**config.mk**
```make
export PLATFORM = sky130hd
export DESIGN_NAME = phase_sample_averager
export DESIGN_NICKNAME = d
export VERILOG_FILES = /design/src/rtl/phase_sample_averager.sv
export SDC_FILE = /design/constraint.sdc
export NUM_CORES = 1
export LEC_CHECK = 0
export BUFFER_PORTS_ARGS = -buffer_cell sky130_fd_sc_hd__buf_2
export CAP_MARGIN = 20
export CORE_MARGIN = 2
export CORE_UTILIZATION = 23
export DETAILED_ROUTE_END_ITERATION = 8
export GPL_ROUTABILITY_DRIVEN = 0
export PLACE_DENSITY_LB_ADDON = 0.25
export SLEW_MARGIN = 20
export SYNTH_ARGS = -nofsm -noshare
export SYNTH_HDL_FRONTEND = slang
export SYNTH_SLANG_ARGS = --single-unit
```
**constraint.sdc**
```tcl
create_clock -name clk -period 3.2 [get_ports clk]
set_input_delay 0.16 -clock clk [delete_from_list [all_inputs] [get_ports clk]]
set_output_delay 0.16 -clock clk [all_outputs]
set_load 0.01 [all_outputs]
```
**src/rtl/phase_sample_averager.sv**
```systemverilog
// Block averager for phase-detector words: collects 2**LOG2_SAMPLES samples and presents
// their truncated mean, minimum and maximum, holding the result until the consumer takes it.
module phase_sample_averager #(
    parameter int DATA_WIDTH   = 16,
    parameter int LOG2_SAMPLES = 2
) (
    input  logic                  clk,
    input  logic                  rst,
    input  logic                  clear,
    input  logic [DATA_WIDTH-1:0] data_in,
    input  logic                  data_in_valid,
    input  logic                  out_ready,
    output logic [DATA_WIDTH-1:0] avg_out,
    output logic [DATA_WIDTH-1:0] min_out,
    output logic [DATA_WIDTH-1:0] max_out,
    output logic                  result_valid,
    output logic [7:0]            dropped_count
);

    localparam int SUM_W = DATA_WIDTH + LOG2_SAMPLES;
    localparam logic [LOG2_SAMPLES-1:0] LAST_IDX = '1;

    typedef enum logic {ACCUM, HOLD} state_t;

    state_t                  r_state, w_state_next;
    logic [SUM_W-1:0]        r_sum, w_sum_next, w_sum_add;
    logic [LOG2_SAMPLES-1:0] r_count, w_count_next;
    logic [DATA_WIDTH-1:0]   r_min, r_max, w_min_next, w_max_next, w_min_upd, w_max_upd;
    logic [DATA_WIDTH-1:0]   r_avg_out, r_min_out, r_max_out;
    logic [DATA_WIDTH-1:0]   w_avg_out_next, w_min_out_next, w_max_out_next;
    logic                    r_result_valid, w_result_valid_next;
    logic [7:0]              r_dropped, w_dropped_next;

    // A count of zero marks the first sample of a block, which seeds both min and max.
    assign w_sum_add = r_sum + SUM_W'(data_in);
    assign w_min_upd = (r_count == '0 || data_in < r_min) ? data_in : r_min;
    assign w_max_upd = (r_count == '0 || data_in > r_max) ? data_in : r_max;

    // NOTE: every signal gets a default before the branches so no latch is inferred.
    always_comb begin
        w_state_next        = r_state;
        w_sum_next          = r_sum;
        w_count_next        = r_count;
        w_min_next          = r_min;
        w_max_next          = r_max;
        w_avg_out_next      = r_avg_out;
        w_min_out_next      = r_min_out;
        w_max_out_next      = r_max_out;
        w_result_valid_next = r_result_valid;
        w_dropped_next      = r_dropped;

        if (clear) begin
            w_state_next        = ACCUM;
            w_sum_next          = '0;
            w_count_next        = '0;
            w_min_next          = '0;
            w_max_next          = '0;
            w_avg_out_next      = '0;
            w_min_out_next      = '0;
            w_max_out_next      = '0;
            w_result_valid_next = 1'b0;
            w_dropped_next      = '0;
        end else begin
            case (r_state)
                ACCUM: begin
                    if (data_in_valid) begin
                        w_sum_next   = w_sum_add;
                        w_count_next = r_count + LOG2_SAMPLES'(1);
                        w_min_next   = w_min_upd;
                        w_max_next   = w_max_upd;
                        if (r_count == LAST_IDX) begin
                            w_avg_out_next      = w_sum_add[SUM_W-1:LOG2_SAMPLES];
                            w_min_out_next      = w_min_upd;
                            w_max_out_next      = w_max_upd;
                            w_result_valid_next = 1'b1;
                            w_state_next        = HOLD;
                        end
                    end
                end
                HOLD: begin
                    if (data_in_valid && r_dropped != 8'hFF) begin
                        w_dropped_next = r_dropped + 8'd1;
                    end
                    if (out_ready) begin
                        w_result_valid_next = 1'b0;
                        w_state_next        = ACCUM;
                        w_sum_next          = '0;
                        w_count_next        = '0;
                        w_min_next          = '0;
                        w_max_next          = '0;
                    end
                end
                default: w_state_next = ACCUM;
            endcase
        end
    end

    // NOTE: sequential state uses non-blocking assignments so all registers update together.
    always_ff @(posedge clk or posedge rst) begin
        if (rst) begin
            r_state        <= ACCUM;
            r_sum          <= '0;
            r_count        <= '0;
            r_min          <= '0;
            r_max          <= '0;
            r_avg_out      <= '0;
            r_min_out      <= '0;
            r_max_out      <= '0;
            r_result_valid <= 1'b0;
            r_dropped      <= '0;
        end else begin
            r_state        <= w_state_next;
            r_sum          <= w_sum_next;
            r_count        <= w_count_next;
            r_min          <= w_min_next;
            r_max          <= w_max_next;
            r_avg_out      <= w_avg_out_next;
            r_min_out      <= w_min_out_next;
            r_max_out      <= w_max_out_next;
            r_result_valid <= w_result_valid_next;
            r_dropped      <= w_dropped_next;
        end
    end

    assign avg_out       = r_avg_out;
    assign min_out       = r_min_out;
    assign max_out       = r_max_out;
    assign result_valid  = r_result_valid;
    assign dropped_count = r_dropped;

endmodule

```
Word level (Yosys, flattened, before mapping)
Cells that the tools add are included.

operators by class
  add/subtract/negate cells = 3
  multiply operators = 0
  div/mod/pow operators = 0
  magnitude comparators = 2
  eq/ne operators = 6
  shifts and indexed selects = 0
  muxes and demuxes = 42
  bitwise operators = 1
  reductions and logical operators = 12

operator list
  cell                                           count
  2-to-1 mux 16 bit                              19
  one-hot mux 16 bit (2 select lines)            2
  2-to-1 mux 18 bit                              3
  one-hot mux 18 bit (2 select lines)            1
  2-to-1 mux 8 bit                               3
  adder 18 x 16 -> 18 bit                        1
  > comparator 16 bit                            1
  < comparator 16 bit                            1
  inequality test 3 bit (second input constant)  3
  adder 8 x 1 -> 8 bit (second input constant)   1
  2-to-1 mux 1 bit                               8
  inequality test 8 bit (second input constant)  1
  nonzero test 2 bit                             4
  2-to-1 mux 2 bit                               3
  AND reduction 3 bit                            2
  one-hot mux 1 bit (2 select lines)             2
  one-hot mux 2 bit (2 select lines)             1
  AND reduction 2 bit                            2
  adder 2 x 1 -> 2 bit (second input constant)   1
  equality test 2 bit (second input constant)    1
  logical NOT 2 bit                              1
  logical OR 1 bit                               2
  inequality test 2 bit (second input constant)  1
  logical AND 1 bit                              1
  inverter 1 bit                                 1

storage, ports and cells
  bits in registers = 110
  bits in latches = 0
  RAM bits = 0
  ROM bits = 0
  bits of input ports = 21
  output and inout bits = 57
  logic and storage cells = 76
  memories = 0

Longest topological paths before layout
  word-level depth = 7
  mapped depth = 11
  depth with buffers taken out = 10

Worst setup path after synthesis
No wires, ideal clock.

  path kind = register to register
  start point = reg r_sum[0]
  end point = reg r_sum[16]
  library setup time = 76 ps
  arrival time = 2193 ps
  data required time = 3124 ps
  slack = 931 ps
  cell stages (with the launch flop) = 11
  buffers on the path = 0
  period minus slack after synthesis = 2269 ps
  cell sequence = dfrtp_1 -> ha_1 -> inv_1 -> fa_1 -> nand2b_1 -> a21oi_1 -> a211oi_2 -> o31ai_2 -> a311oi_2 -> or3_1 -> o21ai_1

on the way
  longest elaborated chain between the ends = 4

ends and longest elaborated chain
  element                              RTL line  source
  start: declaration                   26        logic [SUM_W-1:0] r_sum, w_sum_next, w_sum_add;
  start signal: assignment             113       r_sum <= w_sum_next;
  adder 18 x 16 -> 18 bit              35        assign w_sum_add = r_sum + SUM_W'(data_in);
  2-to-1 mux 18 bit                    66        if (data_in_valid) begin
  one-hot mux 18 bit (2 select lines)  64        case (r_state)
  2-to-1 mux 18 bit                    52        if (clear) begin

No other way between the ends. The select of a mux whose other input is x is not followed.
A chain may end at the register's enable or synchronous reset.

Worst setup path after layout
Ends and elaborated chain as after synthesis.

==> metrics.cfg <==
[outcome]
outcome = completed

[clock_network]
numCtsBuffers = 9
clk_pin_slew_ns = 0.08
cts_tree = done
clk_latency_ns = 0.36
clk_path_buf_depth = 2
clkSinkCount = 110
post_cts_buffers = 0
cts-root-buf = clkbuf_16
htreeDepth = 3

[power]
switching_power_mw = 1.54
max-vdd-ir-drop_mv = 0.233
p_per_area_mw_per_mm2 = 592
p_clk_share_pct = 26.1
power_leakage_nw = 3.43
p_sw_share_pct = 36.2
combPwrFrac_pct = 34.2
intPower_mw = 2.71
p_seq_share_pct = 39.7

[timing]
finalCritPeriodShare_pct = 76.9
finalHoldViolCount = 0
finalCriticalPeriod_ns = 2.46
maxSlewViolCount = 0
worstMarginPinSlew_ns = 0.728
setup_violations = 0
rsz0062_at_grt = no
tns_ns = 0
skew_ns = 0.0112
whs_ns = 0.135
max_freq_mhz = 406
maxSlewHeadroom_pct = 51.4

[synthesis]
ys_async_sr_fraction_pct = 100
synth_area_leaders = dfrtp_1, ha_1, a22o_1
synthDominantCellAreaShare_pct = 45.4
ys.flop_type = dfrtp_1
yosys_warnings = 0
yosysUniqueCellTypes = 52
ys_seq_area_share_pct = 45.4
synthesis.instances = 608
yosysTopAreaCell = dfrtp_1
ys_seq_elements = 110
synth_edf_count = 0
synth_area_mm2 = 0.00606
synth_nets = 680
syn_avg_cell_area_um2 = 9.97

[layout]
nets = 759
syn_to_final_growth_pct = 18.2
mostFrequentLayoutCell = dfrtp_1
stdcell_area_mm2 = 0.00717
drive_gt1_share_pct = 17.8
num_antenna_cells = 0
final.fill_count = 2820
mostFrequentLayoutCells = dfrtp_1, nand2_1, buf_2

[global_route]
grt_max_degree = 57
grt_pass1_wl_mm = 27.7
grt_pass1_vias = 4896
grt_overflow = 0
antenna_found_initial = 0
gr-usage-all-layers_pct = 12.6

[detailed_routing]
drt_pass1_iterations = 4
routedWlPerCell_um = 16.3
via_count = 4688
dr.first_iter.drc_count = 286
ant_nets = 0
drc = 0
avgViaCountPerCell = 4.57
routed_wl_mm = 16.7

[floorplan]
start_util_pct = 23.3
die_w_um = 166
fp.dieArea_mm2 = 0.0277
die_y_um = 166
core_area_mm2 = 0.0260
ios = 78
rows = 59

[placement]
dpl.hpwl_mm = 12.2
port_buffers = 77
dpl-instance-area_mm2 = 0.00688

[setup_path]
cp-start-kind = register
end_kind = register
crit_fanout = 4
arrival_ns = 2.76
crit_required_ns = 3.50
criticalPathCategory = reg2reg
r2r_setup_slack_ns = 0.74
crit_path_start = r_sum[0]
worstRegToRegCells = 10
reg2reg_to = r_sum[16]
crit_path_end = r_sum[16]
worstReg2RegStart = r_sum[0]

[run]
drv_cap = 0

[hold_path]
hold_path_class = in2reg

[synth_stat cells (2+ instances only)]
cell type    n
clkbuf_1    14
nand3_1      8
a211oi_1     3
or3_1        2
o31ai_1      6
buf_6        2
or2_2        2
and3_1       3
nor2_2       3
o21ai_1     39
xor2_1       9
nand4_1     11
buf_2        5
o211ai_1     3
nor2_1      18
nand2_1     81
dfrtp_1    110
nand2b_1     6
o41ai_1      2
mux2i_1     32
buf_4        3
nor2b_1      4
a22o_1      43
o31a_1       2
inv_1       44
o21ai_0     20
ha_1        50
a21oi_1     36
a21o_1      12
a31oi_1      5
xnor2_1      9
[registers in the layout, summed over array words and instances, names as in the netlist]
| signal | flops |
|---|---|
| r_state | 1 |
| max_out | 16 |
| r_min | 16 |
| result_valid | 1 |
| min_out | 16 |
| r_max | 16 |
| dropped_count | 8 |
| r_count | 2 |
| r_sum | 18 |
| avg_out | 16 |
[per-stage QoR]
stage / total power, mW / util (%) / cells / worst slack [ns]
final: 4.24 / 27.6 / 1026 / 0.739
after floorplan: 2.77 / - / 608 / 0.138
after global routing: 4.54 / 27.6 / 1026 / 0.564
after global placement: 3.18 / 26.5 / 1010 / 0.743
after CTS: 4.31 / 27.6 / 1026 / 0.707
after detailed placement: 3.18 / 26.5 / 1010 / 0.691
[metal layers]
metal / global-route usage [%] / vias up / wire, um
met5: 0 / - / 0
met4: 2.70 / 0 / 158
met3: 2.93 / 11 / 713
met2: 20.2 / 79 / 7600
met1: 17.5 / 2269 / 8230
li1: - / 2329 / -
[layout make-up]
class,instances,area [um^2],share of cell area (%)
Inverter,44,168,2.34
Sequential cell,110,2750,38.4
Timing Repair Buffer,92,500,6.98
Clock buffer,11,243,3.39
Tap cell,335,419,5.85
Multi-Input combinational cell,430,3050,42.6
Clock inverter,4,32.5,0.454
[worst max-delay path: stages, from the launching register on]
cell and delay (ns):
dfrtp_1 0.35, ha_1 0.18, inv_1 0.06, fa_1 0.39
nand2b_1 0.17, a21oi_1 0.16, a211oi_2 0.10, o31ai_2 0.36
a311oi_2 0.18, or3_1 0.37, o21ai_1 0.08
[timing repair]
action	in CTS	in global routing
setup endpoints to repair	0	0
hold endpoints to repair	53	0
resized for setup	0	0
hold buffers	1	0
[power groups by stage]
stage	clock network [mW]	registers, mW	logic (mW)
6_report	1.11	1.68	1.45
5_1_grt	1.19	1.71	1.64
4_1_cts	1.15	1.68	1.48
3_5_place_dp	0	1.71	1.47
3_3_place_gp	0	1.71	1.47
2_1_floorplan	0	1.68	1.08
[worst min path at each step]
stage                           from          endpoint  slack (ns)  cells past startpoint
after floorplan           data_in[0]          r_max[0]        0.29                      1
after global placement           rst  dropped_count[3]        0.34                      2
after detailed placement         rst  dropped_count[3]        0.34                      2
after CTS                  out_ready           r_state        0.13                      3
after global routing      data_in[7]          r_max[7]        0.15                      2
final                      out_ready           r_state        0.13                      3
[kinds of logic (layout without fill, tap and decap cells)]
| logic type | Yosys count | count (layout) | share of synthesized area, % |
|---|---|---|---|
| AOI/OAI and AO/OA | 183 | 183 | 20.2 |
| and+or+nand+nor | 146 | 146 | 11.1 |
| DFF | 110 | 110 | 45.4 |
| buffers and inverters | 68 | 151 | 4.75 |
| adders and majority gates | 51 | 51 | 10.7 |
| muxes | 32 | 32 | 5.28 |
| xor gates and xnor gates | 18 | 18 | 2.60 |
Note: power is estimated with default switching activity, not from simulation.
